$ cat src/rtl/game_input_if.sv
// Pointer/button bundle between the board front end and its driver.
// master drives raw pointer and button levels, slave returns cursor, area flag and command pulses.
interface game_input_if;
  logic [9:0] mouse_x;
  logic [9:0] mouse_y;
  logic       btn_left;
  logic       btn_right;
  logic       btn_retract;
  logic       btn_retry;
  logic [5:0] cursor;
  logic       game_area;
  logic       left;
  logic       right;
  logic       retract;
  logic       retry;

  modport master (
    output mouse_x, mouse_y, btn_left, btn_right, btn_retract, btn_retry,
    input  cursor, game_area, left, right, retract, retry
  );

  modport slave (
    input  mouse_x, mouse_y, btn_left, btn_right, btn_retract, btn_retry,
    output cursor, game_area, left, right, retract, retry
  );
endinterface

$ cat src/rtl/game_input.sv
// Board front end: pointer -> 8x8 cursor/game_area, buttons -> sync, debounce, press arbitration.
// Optional retract auto-repeat is built when GAME_INPUT_REPEAT_EN is defined.
module game_input #(
  parameter int unsigned ORIGIN_X        = 192,
  parameter int unsigned ORIGIN_Y        = 112,
  parameter int unsigned CELL_SHIFT      = 5,
  parameter int unsigned DEBOUNCE_CYCLES = 4,
  parameter int unsigned REPEAT_CYCLES   = 20
) (
  input  logic         clk,
  input  logic         rst,
  game_input_if.slave  bus
);

  localparam int unsigned NUM_BTN  = 4;
  localparam int unsigned POS_W    = 11;
  localparam int unsigned BOARD_PX = 8 << CELL_SHIFT;
  localparam int unsigned DEB_W    = $clog2(DEBOUNCE_CYCLES);

  if (DEBOUNCE_CYCLES < 2 || REPEAT_CYCLES < 2) begin : g_bad_param
    $error("game_input: DEBOUNCE_CYCLES and REPEAT_CYCLES must be >= 2");
  end

  // ---------------------------------------------------------------- pointer
  logic [POS_W-1:0] dx_c;
  logic [POS_W-1:0] dy_c;
  logic             inside_c;
  logic [5:0]       cursor_q;
  logic             game_area_q;

  assign dx_c = {1'b0, bus.mouse_x} - POS_W'(ORIGIN_X);
  assign dy_c = {1'b0, bus.mouse_y} - POS_W'(ORIGIN_Y);

  // Sign bit clear means the pointer is right of / below the origin.
  assign inside_c = !dx_c[POS_W-1] && (dx_c < POS_W'(BOARD_PX)) &&
                    !dy_c[POS_W-1] && (dy_c < POS_W'(BOARD_PX));

  always_ff @(posedge clk) begin
    if (rst) begin
      cursor_q    <= '0;
      game_area_q <= 1'b0;
    end else begin
      game_area_q <= inside_c;
      if (inside_c) begin
        cursor_q <= {dy_c[CELL_SHIFT +: 3], dx_c[CELL_SHIFT +: 3]};
      end
    end
  end

  assign bus.cursor    = cursor_q;
  assign bus.game_area = game_area_q;

  // ---------------------------------------------------------------- buttons
  // Bit order everywhere: {retry, retract, right, left}; higher index = higher priority.
  logic [NUM_BTN-1:0] raw_c;
  logic [NUM_BTN-1:0] sync1;
  logic [NUM_BTN-1:0] sync2;
  logic [NUM_BTN-1:0] deb;
  logic [DEB_W-1:0]   deb_cnt [NUM_BTN];
  logic [NUM_BTN-1:0] press_c;
  logic [NUM_BTN-1:0] fall_c;
  logic [NUM_BTN-1:0] rpt_set_c;
  logic [NUM_BTN-1:0] pend;
  logic [NUM_BTN-1:0] grant_c;
  logic [NUM_BTN-1:0] pulse_q;

  assign raw_c = {bus.btn_retry, bus.btn_retract, bus.btn_right, bus.btn_left};

  // A flip happens on the DEBOUNCE_CYCLES-th consecutive mismatching sample.
  always_comb begin
    press_c = '0;
    fall_c  = '0;
    for (int i = 0; i < NUM_BTN; i++) begin
      if ((sync2[i] != deb[i]) && (deb_cnt[i] == DEB_W'(DEBOUNCE_CYCLES - 1))) begin
        press_c[i] = sync2[i];
        fall_c[i]  = !sync2[i];
      end
    end
  end

  always_ff @(posedge clk) begin
    if (rst) begin
      sync1 <= '0;
      sync2 <= '0;
      deb   <= '0;
      for (int i = 0; i < NUM_BTN; i++) begin
        deb_cnt[i] <= '0;
      end
    end else begin
      sync1 <= raw_c;
      sync2 <= sync1;
      for (int i = 0; i < NUM_BTN; i++) begin
        if (sync2[i] == deb[i]) begin
          deb_cnt[i] <= '0;
        end else if (press_c[i] || fall_c[i]) begin
          deb_cnt[i] <= '0;
          deb[i]     <= sync2[i];
        end else begin
          deb_cnt[i] <= deb_cnt[i] + DEB_W'(1);
        end
      end
    end
  end

`ifdef GAME_INPUT_REPEAT_EN
  // Retract auto-repeat: re-arm the pending flag every REPEAT_CYCLES while held.
  localparam int unsigned RPT_W       = $clog2(REPEAT_CYCLES);
  localparam int unsigned BTN_RETRACT = 2;

  logic [RPT_W-1:0] rpt_cnt;
  logic             rpt_hit_c;

  assign rpt_hit_c = deb[BTN_RETRACT] && !fall_c[BTN_RETRACT] &&
                     (rpt_cnt == RPT_W'(REPEAT_CYCLES - 1));

  always_ff @(posedge clk) begin
    if (rst) begin
      rpt_cnt <= '0;
    end else if (!deb[BTN_RETRACT] || fall_c[BTN_RETRACT] || rpt_hit_c) begin
      rpt_cnt <= '0;
    end else begin
      rpt_cnt <= rpt_cnt + RPT_W'(1);
    end
  end

  always_comb begin
    rpt_set_c              = '0;
    rpt_set_c[BTN_RETRACT] = rpt_hit_c;
  end
`else
  assign rpt_set_c = '0;
`endif

  // Fixed-priority pick of the highest pending command.
  always_comb begin
    grant_c = '0;
    for (int i = 0; i < NUM_BTN; i++) begin
      if (pend[i]) begin
        grant_c    = '0;
        grant_c[i] = 1'b1;
      end
    end
  end

  always_ff @(posedge clk) begin
    if (rst) begin
      pend    <= '0;
      pulse_q <= '0;
    end else begin
      pend    <= (pend & ~grant_c) | press_c | rpt_set_c;
      pulse_q <= grant_c;
    end
  end

  assign bus.left    = pulse_q[0];
  assign bus.right   = pulse_q[1];
  assign bus.retract = pulse_q[2];
  assign bus.retry   = pulse_q[3];

endmodule

$ cat src/flat_wrapper.sv
// flat-port wrapper written by rule: the top's interface ports become plain ports
module game_input_flat 
#(
  parameter int unsigned ORIGIN_X        = 192,
  parameter int unsigned ORIGIN_Y        = 112,
  parameter int unsigned CELL_SHIFT      = 5,
  parameter int unsigned DEBOUNCE_CYCLES = 4,
  parameter int unsigned REPEAT_CYCLES   = 20
)
  (clk, rst, bus_mouse_x, bus_mouse_y, bus_btn_left, bus_btn_right, bus_btn_retract, bus_btn_retry, bus_cursor, bus_game_area, bus_left, bus_right, bus_retract, bus_retry);
  game_input_if bus_i ();
  input  logic clk;
  input  logic rst;
  input wire logic [$bits(bus_i.mouse_x)-1:0] bus_mouse_x;
  input wire logic [$bits(bus_i.mouse_y)-1:0] bus_mouse_y;
  input wire logic [$bits(bus_i.btn_left)-1:0] bus_btn_left;
  input wire logic [$bits(bus_i.btn_right)-1:0] bus_btn_right;
  input wire logic [$bits(bus_i.btn_retract)-1:0] bus_btn_retract;
  input wire logic [$bits(bus_i.btn_retry)-1:0] bus_btn_retry;
  output wire logic [$bits(bus_i.cursor)-1:0] bus_cursor;
  output wire logic [$bits(bus_i.game_area)-1:0] bus_game_area;
  output wire logic [$bits(bus_i.left)-1:0] bus_left;
  output wire logic [$bits(bus_i.right)-1:0] bus_right;
  output wire logic [$bits(bus_i.retract)-1:0] bus_retract;
  output wire logic [$bits(bus_i.retry)-1:0] bus_retry;
  assign bus_i.mouse_x = bus_mouse_x;
  assign bus_i.mouse_y = bus_mouse_y;
  assign bus_i.btn_left = bus_btn_left;
  assign bus_i.btn_right = bus_btn_right;
  assign bus_i.btn_retract = bus_btn_retract;
  assign bus_i.btn_retry = bus_btn_retry;
  assign bus_cursor = bus_i.cursor;
  assign bus_game_area = bus_i.game_area;
  assign bus_left = bus_i.left;
  assign bus_right = bus_i.right;
  assign bus_retract = bus_i.retract;
  assign bus_retry = bus_i.retry;
  game_input #(.ORIGIN_X(ORIGIN_X), .ORIGIN_Y(ORIGIN_Y), .CELL_SHIFT(CELL_SHIFT), .DEBOUNCE_CYCLES(DEBOUNCE_CYCLES), .REPEAT_CYCLES(REPEAT_CYCLES)) u_core (.clk(clk), .rst(rst), .bus(bus_i));
endmodule
$ cat config.mk
export PLATFORM = sky130hd
export DESIGN_NAME = game_input_flat
export DESIGN_NICKNAME = d
export VERILOG_FILES = /design/src/rtl/game_input_if.sv /design/src/rtl/game_input.sv /design/src/flat_wrapper.sv
export SDC_FILE = /design/constraint.sdc
export NUM_CORES = 1
export LEC_CHECK = 0
export ABC_AREA = 1
export BUFFER_PORTS_ARGS = -buffer_cell sky130_fd_sc_hd__buf_4
export CORE_ASPECT_RATIO = 0.9
export CORE_MARGIN = 4
export CORE_UTILIZATION = 41
export DETAILED_ROUTE_END_ITERATION = 10
export GPL_TIMING_DRIVEN = 1
export PLACE_DENSITY_LB_ADDON = 0.3
export SLEW_MARGIN = 30
export SYNTH_ARGS = -nofsm -noshare
export SYNTH_HDL_FRONTEND = slang
export SYNTH_SLANG_ARGS = --single-unit
$ cat constraint.sdc
create_clock -name clk -period 1.3 [get_ports clk]
set_input_delay 0.26 -clock clk [delete_from_list [all_inputs] [get_ports clk]]
set_output_delay 0.26 -clock clk [all_outputs]
set_load 0.01 [all_outputs]
* Word level (Yosys, flattened, before mapping)
Memories as Yosys holds them, arrays and structs flattened.
Index checks and enable logic that the tools add are counted.
** Word-level totals
- Register bits after elaboration :: 27
- Bits in writable memories :: 8
- Output and inout port bits :: 11
- Word-level logic and storage cells :: 141
- Memories kept :: 1
** Memory list
- u_core.deb_cnt :: depth 4, bits a word 2, rd ports 4, clocked after Yosys merged registers in 0, wr ports 4, RTL line game_input.sv:59 : logic [DEB_W-1:0] deb_cnt [NUM_BTN];
** Operators by class
- Add/sub/neg operators :: 6
- Order comparisons :: 2
- Equal/unequal tests :: 12
- Mux-type cells :: 70
- Bitwise logic cells :: 19
- Reductions and logical operators :: 21
** Operators by type and width (count)
- $mux 1 :: 55
- $mux 2 :: 13
- $lt 11x9->1 const B :: 2
- $or 1x1->1 :: 12
- $sub 10x7->11 const B :: 1
- $sub 10x8->11 const B :: 1
- $add 2x1->2 const B :: 4
- $eq 2x2->1 const B :: 4
- $reduce_and 2->1 :: 4
- $logic_and 1x1->1 :: 7
- $logic_not 1->1 :: 6
- $and 4x4->4 :: 1
- $eq 1x1->1 :: 4
- $logic_or 1x1->1 :: 4
- $mux 4 :: 1
- $ne 1x1->1 :: 4
- $not 1->1 :: 4
- $not 4->4 :: 1
- $or 4x4->4 :: 1
- $mux 3 :: 1

* Depth between registers and ports, before layout
An unclocked memory read counts as a cell.
- Word-level depth :: 11
- Gate-level depth with buffers :: 10
- Gate-level depth less buffers :: 10

* Worst setup path after synthesis
No wires, ideal clock.
- Path kind :: input -> register
- Start :: in bus_mouse_y[4]
- End :: reg u_core.cursor_q[0] (netlist: u_core.bus.cursor[0])
- Library setup time :: 0.064 ns
- Data arrival time :: 1.045 ns
- Data required time :: 1.236 ns
- Setup slack :: 0.192 ns
- Stages :: 8
- Path buffers :: 0
- Cells stage by stage :: ha_1 > nand2_1 > a21oi_2 > inv_1 > nand3_2 > nor2_4 > nor2_1 > nor2_1
** On the way
- Cells in the longest elaborated chain, start to end :: 4
- Elaborated cells between the ends (all ways) :: 5
** Ends and longest elaborated chain
- start, declared :: RTL line flat_wrapper.sv:15 : input wire logic [$bits(bus_i.mouse_y)-1:0] bus_mouse_y;
- $sub 10x7->11 * :: RTL line game_input.sv:32 : assign dy_c = {1'b0, bus.mouse_y} - POS_W'(ORIGIN_Y);
- branches (longest 2 deep; another with $lt 11x9->1)
- $logic_and 1x1->1 * :: RTL line game_input.sv:36 : !dy_c[POS_W-1] && (dy_c < POS_W'(BOARD_PX));
- end signal, assigned :: RTL line game_input.sv:45 : cursor_q <= {dy_c[CELL_SHIFT +: 3], dx_c[CELL_SHIFT +: 3]};
- end, declared :: RTL line game_input.sv:28 : logic [5:0] cursor_q;
Every way passes the cells marked *.
A chain may end at the register's enable or synchronous reset.

==> impl_results.md <==
* CTS H-tree depth at 2
* Setup crit end kind: flip-flop
* Synth Area in XOR/XNOR at 0.02345
* Antenna Nets Post-Route at 0
* Pre-antenna DRT Iters at 4
* Worst skew pair latency at roughly 0.28 ns
* Outcome: complete, no violations
* P_leak at ~0.00091 µW
* First-pass GRT wire length at 4.091 mm
* Clk sinks at 35
* Largest family of logic cells by synthesized area: simple AND/OR/NAND/NOR gates
* Core area at 3453 µm²
* Slew Limit Fails at 0
* Initial antenna violation count at 0
* Worst-path cell chain: ha_1 -> inv_1 -> nand3_1 -> nor2_1
* Cell Rows at 20
* Nets at 255
* I/O Pins at 37
* Gr usage total at 0.1165
* PostCTS Resize Cnt at 0
* DP Cell Count at 260
* Final setup fails at 0
* Largest net degree at the start of global routing at 13
* Yosys warns at 0
* Vias per cell at 4.335
* Total Power at 2101 µW
* Die Span Y at 65.27 µm
* Die Area at around 4700 µm²
* Sequential fraction of the synthesis area at 0.5226
* Starting Density at 0.4326
* Final worst path period need at 1.055 ns
* Crit Path Class: reg -> reg
* DIE WIDTH at 71.63 µm
* Slowest stage delay, CP at 0.40 ns
* Critical path origin: u_core.deb_cnt[0][0]
* Adder-Cell Fraction of Synth Area at 0.05025
* DR WL/cell at 9.226 µm
* Netlist cell types at 24
* Post-Syn Instances at 178
* Total gr overflow at 0
* Routability cong. at 0.7488
* Achievable Freq at between 900 and 1000 MHz
* Diode count at 0
* Layout cell share with drive strength beyond 1 at 0.2252
* Detailed placement HPWL at 1.942 mm
* Routed wire length at 2.454 mm
* FF-to-FF Start: u_core.deb_cnt[0][0]
* Number of global-route vias before repair at about 990
* Worst setup SP type: flip-flop
* Hold Fails Final Rpt at 0
* Post-Syn Area at approximately 1500 µm²
* Worst EP required at 1.44 ns
* Slowest cell on crit path: edfxtp_1
* FF+latch count, synth at 35
* Routed vias at 1,153
* CP Data Arrival Time at 1.19 ns
* Complex-gate fraction of the synthesized area at 0.05025
* Maximum vdd drop at 0.0007332 V
* Max Clock Skew at 0.001964 ns
* RSZ-0062 raised after global routing: false
* Post-Layout Cell Count at 266
* PwrDens at about 1100 nW/µm²
* Max_cap viols at 0
* Max Buffers Root-to-Sink at 2
* Synthesized-area fraction occupied by and/or/nand/nor cells at 0.2613
* Commonest non-fill, non-tap cells in the layout: 34 x nor2_1, 34 x buf_4, 32 x inv_1, 27 x dfxtp_1, 24 x nand2_1
* CTS tree: done
* Hold Buf Count CTS at 0
* Max FO, Critical Path at 2
* Number of buffers created by CTS at 5
* Clk slew on worst S/H paths at ~0.06 ns
* P&R area growth vs syn at 26.47%
* Remaining DRCs at 0
* Worst Hold Class: in -> reg
* Synthesized area per cell at roughly 8.4 µm²
* Post-synthesis mux area share at 0
* Clock Root Buffer: clkbuf_8
* Number of DRC markers in iteration 0 at 42
* Fin crit share at 0.8116
* Setup repair bufs after CTS at 0
* I/O Buffers at 27
* Hold Path Origin: bus_btn_left
==> cell usage after synthesis <==
cell type,count,area (µm²)
buf_1,1,3.750
a21oi_2,1,8.760
o211ai_1,1,7.510
nand2_1,24,90.09
inv_1,32,120.1
nor2_2,2,12.51
nand4_1,1,6.260
or2_2,1,6.260
buf_2,2,10.01
nor3_1,2,10.01
nor2_1,34,127.6
a21oi_1,5,25.02
nand3_1,13,65.06
o31ai_1,1,7.510
o22ai_1,1,6.260
edfxtp_1,8,240.2
o21ai_0,4,20.02
ha_1,6,75.07
conb_1,1,3.750
dfxtp_1,27,540.5
xnor2_1,1,8.760
xor2_1,3,26.28
nor2_4,2,22.52
nand3_2,5,50.05
==> routing by layer <==
layer  global-route usage  wire length, µm  vias to the layer above  share of wire
li1                     -                -                      631              -
met3              0.05505              157                        7          0.064
met5                    0                0                        -              0
met4              0.05634               51                        0          0.021
met1               0.1277             1122                      497           0.46
met2               0.1892             1124                       18           0.46
==> cell families (layout without fill, tap and decap cells) <==
kind of cell / count (synthesis) / in the layout
AND/OR/NAND/NOR: 84 / 84
XOR/XNOR: 4 / 4
other: 1 / 8
adder cells (fa/ha/maj): 6 / 6
AO/OA/AOI/OAI: 13 / 13
buffers and inverters: 35 / 72
flip-flops: 35 / 35
==> final timing paths <==
check	slack [ns]	to	cells past startpoint
hold / removal	0.18	u_core.sync1[0]	3
hold reg to reg	0.40	u_core.sync2[1]	2
setup / recovery	0.24	u_core.deb_cnt[0][0]	4
setup reg to reg	0.24	u_core.deb_cnt[0][0]	4
==> critical path, delay by kind of cell (launching register included) <==
kind | cells | cell delay [ns]
flops | 1 | 0.40
fa+ha+maj | 1 | 0.23
simple gates | 2 | 0.22
buf+inv | 1 | 0.07
==> power by group <==
group	leakage, µW	total (µW)	internal, µW	switching [µW]
clock network	0.0000371	697	356	341
logic	0.000573	238	112	126
registers	0.000302	1170	1150	17.4
total	0.000913	2100	1620	484
==> state kept, by name (all words and copies together) (netlist names) <==
| register | count |
|---|---|
| u_core.sync1 | 4 |
| u_core.bus.game_area | 1 |
| u_core.sync2 | 4 |
| u_core.bus.cursor | 6 |
| u_core.pend | 4 |
| u_core.pulse_q | 4 |
| u_core.deb_cnt | 8 |
| u_core.deb | 4 |
==> stage by stage <==
| stage | hold WS (ns) | setup slack, ns | util | instance area, µm² | TNS, ns |
|---|---|---|---|---|---|
| finish | 0.1752 | 0.2449 | 0.5471 | 1889 | 0 |
| global placement | 0.3897 | -0.01965 | 0.5261 | 1817 | -0.09185 |
| CTS | 0.1684 | 0.2266 | 0.5471 | 1889 | 0 |
| detailed placement | 0.3956 | -0.03602 | 0.5261 | 1817 | -0.2021 |
| floorplan | 0.3670 | 0.1917 | - | 1520 | 0 |
| global route | 0.1664 | 0.1194 | 0.5471 | 1889 | 0 |
==> area by class of cell <==
class,count,area (µm²)
timing repair buffer,34,255.2
tap,44,55.05
inverter,32,120.1
clock buffer,6,72.57
sequential,35,780.7
multi-input combinational,115,605.6
fill,353,1564
No activity file was read; power rests on OpenSTA's default activity.
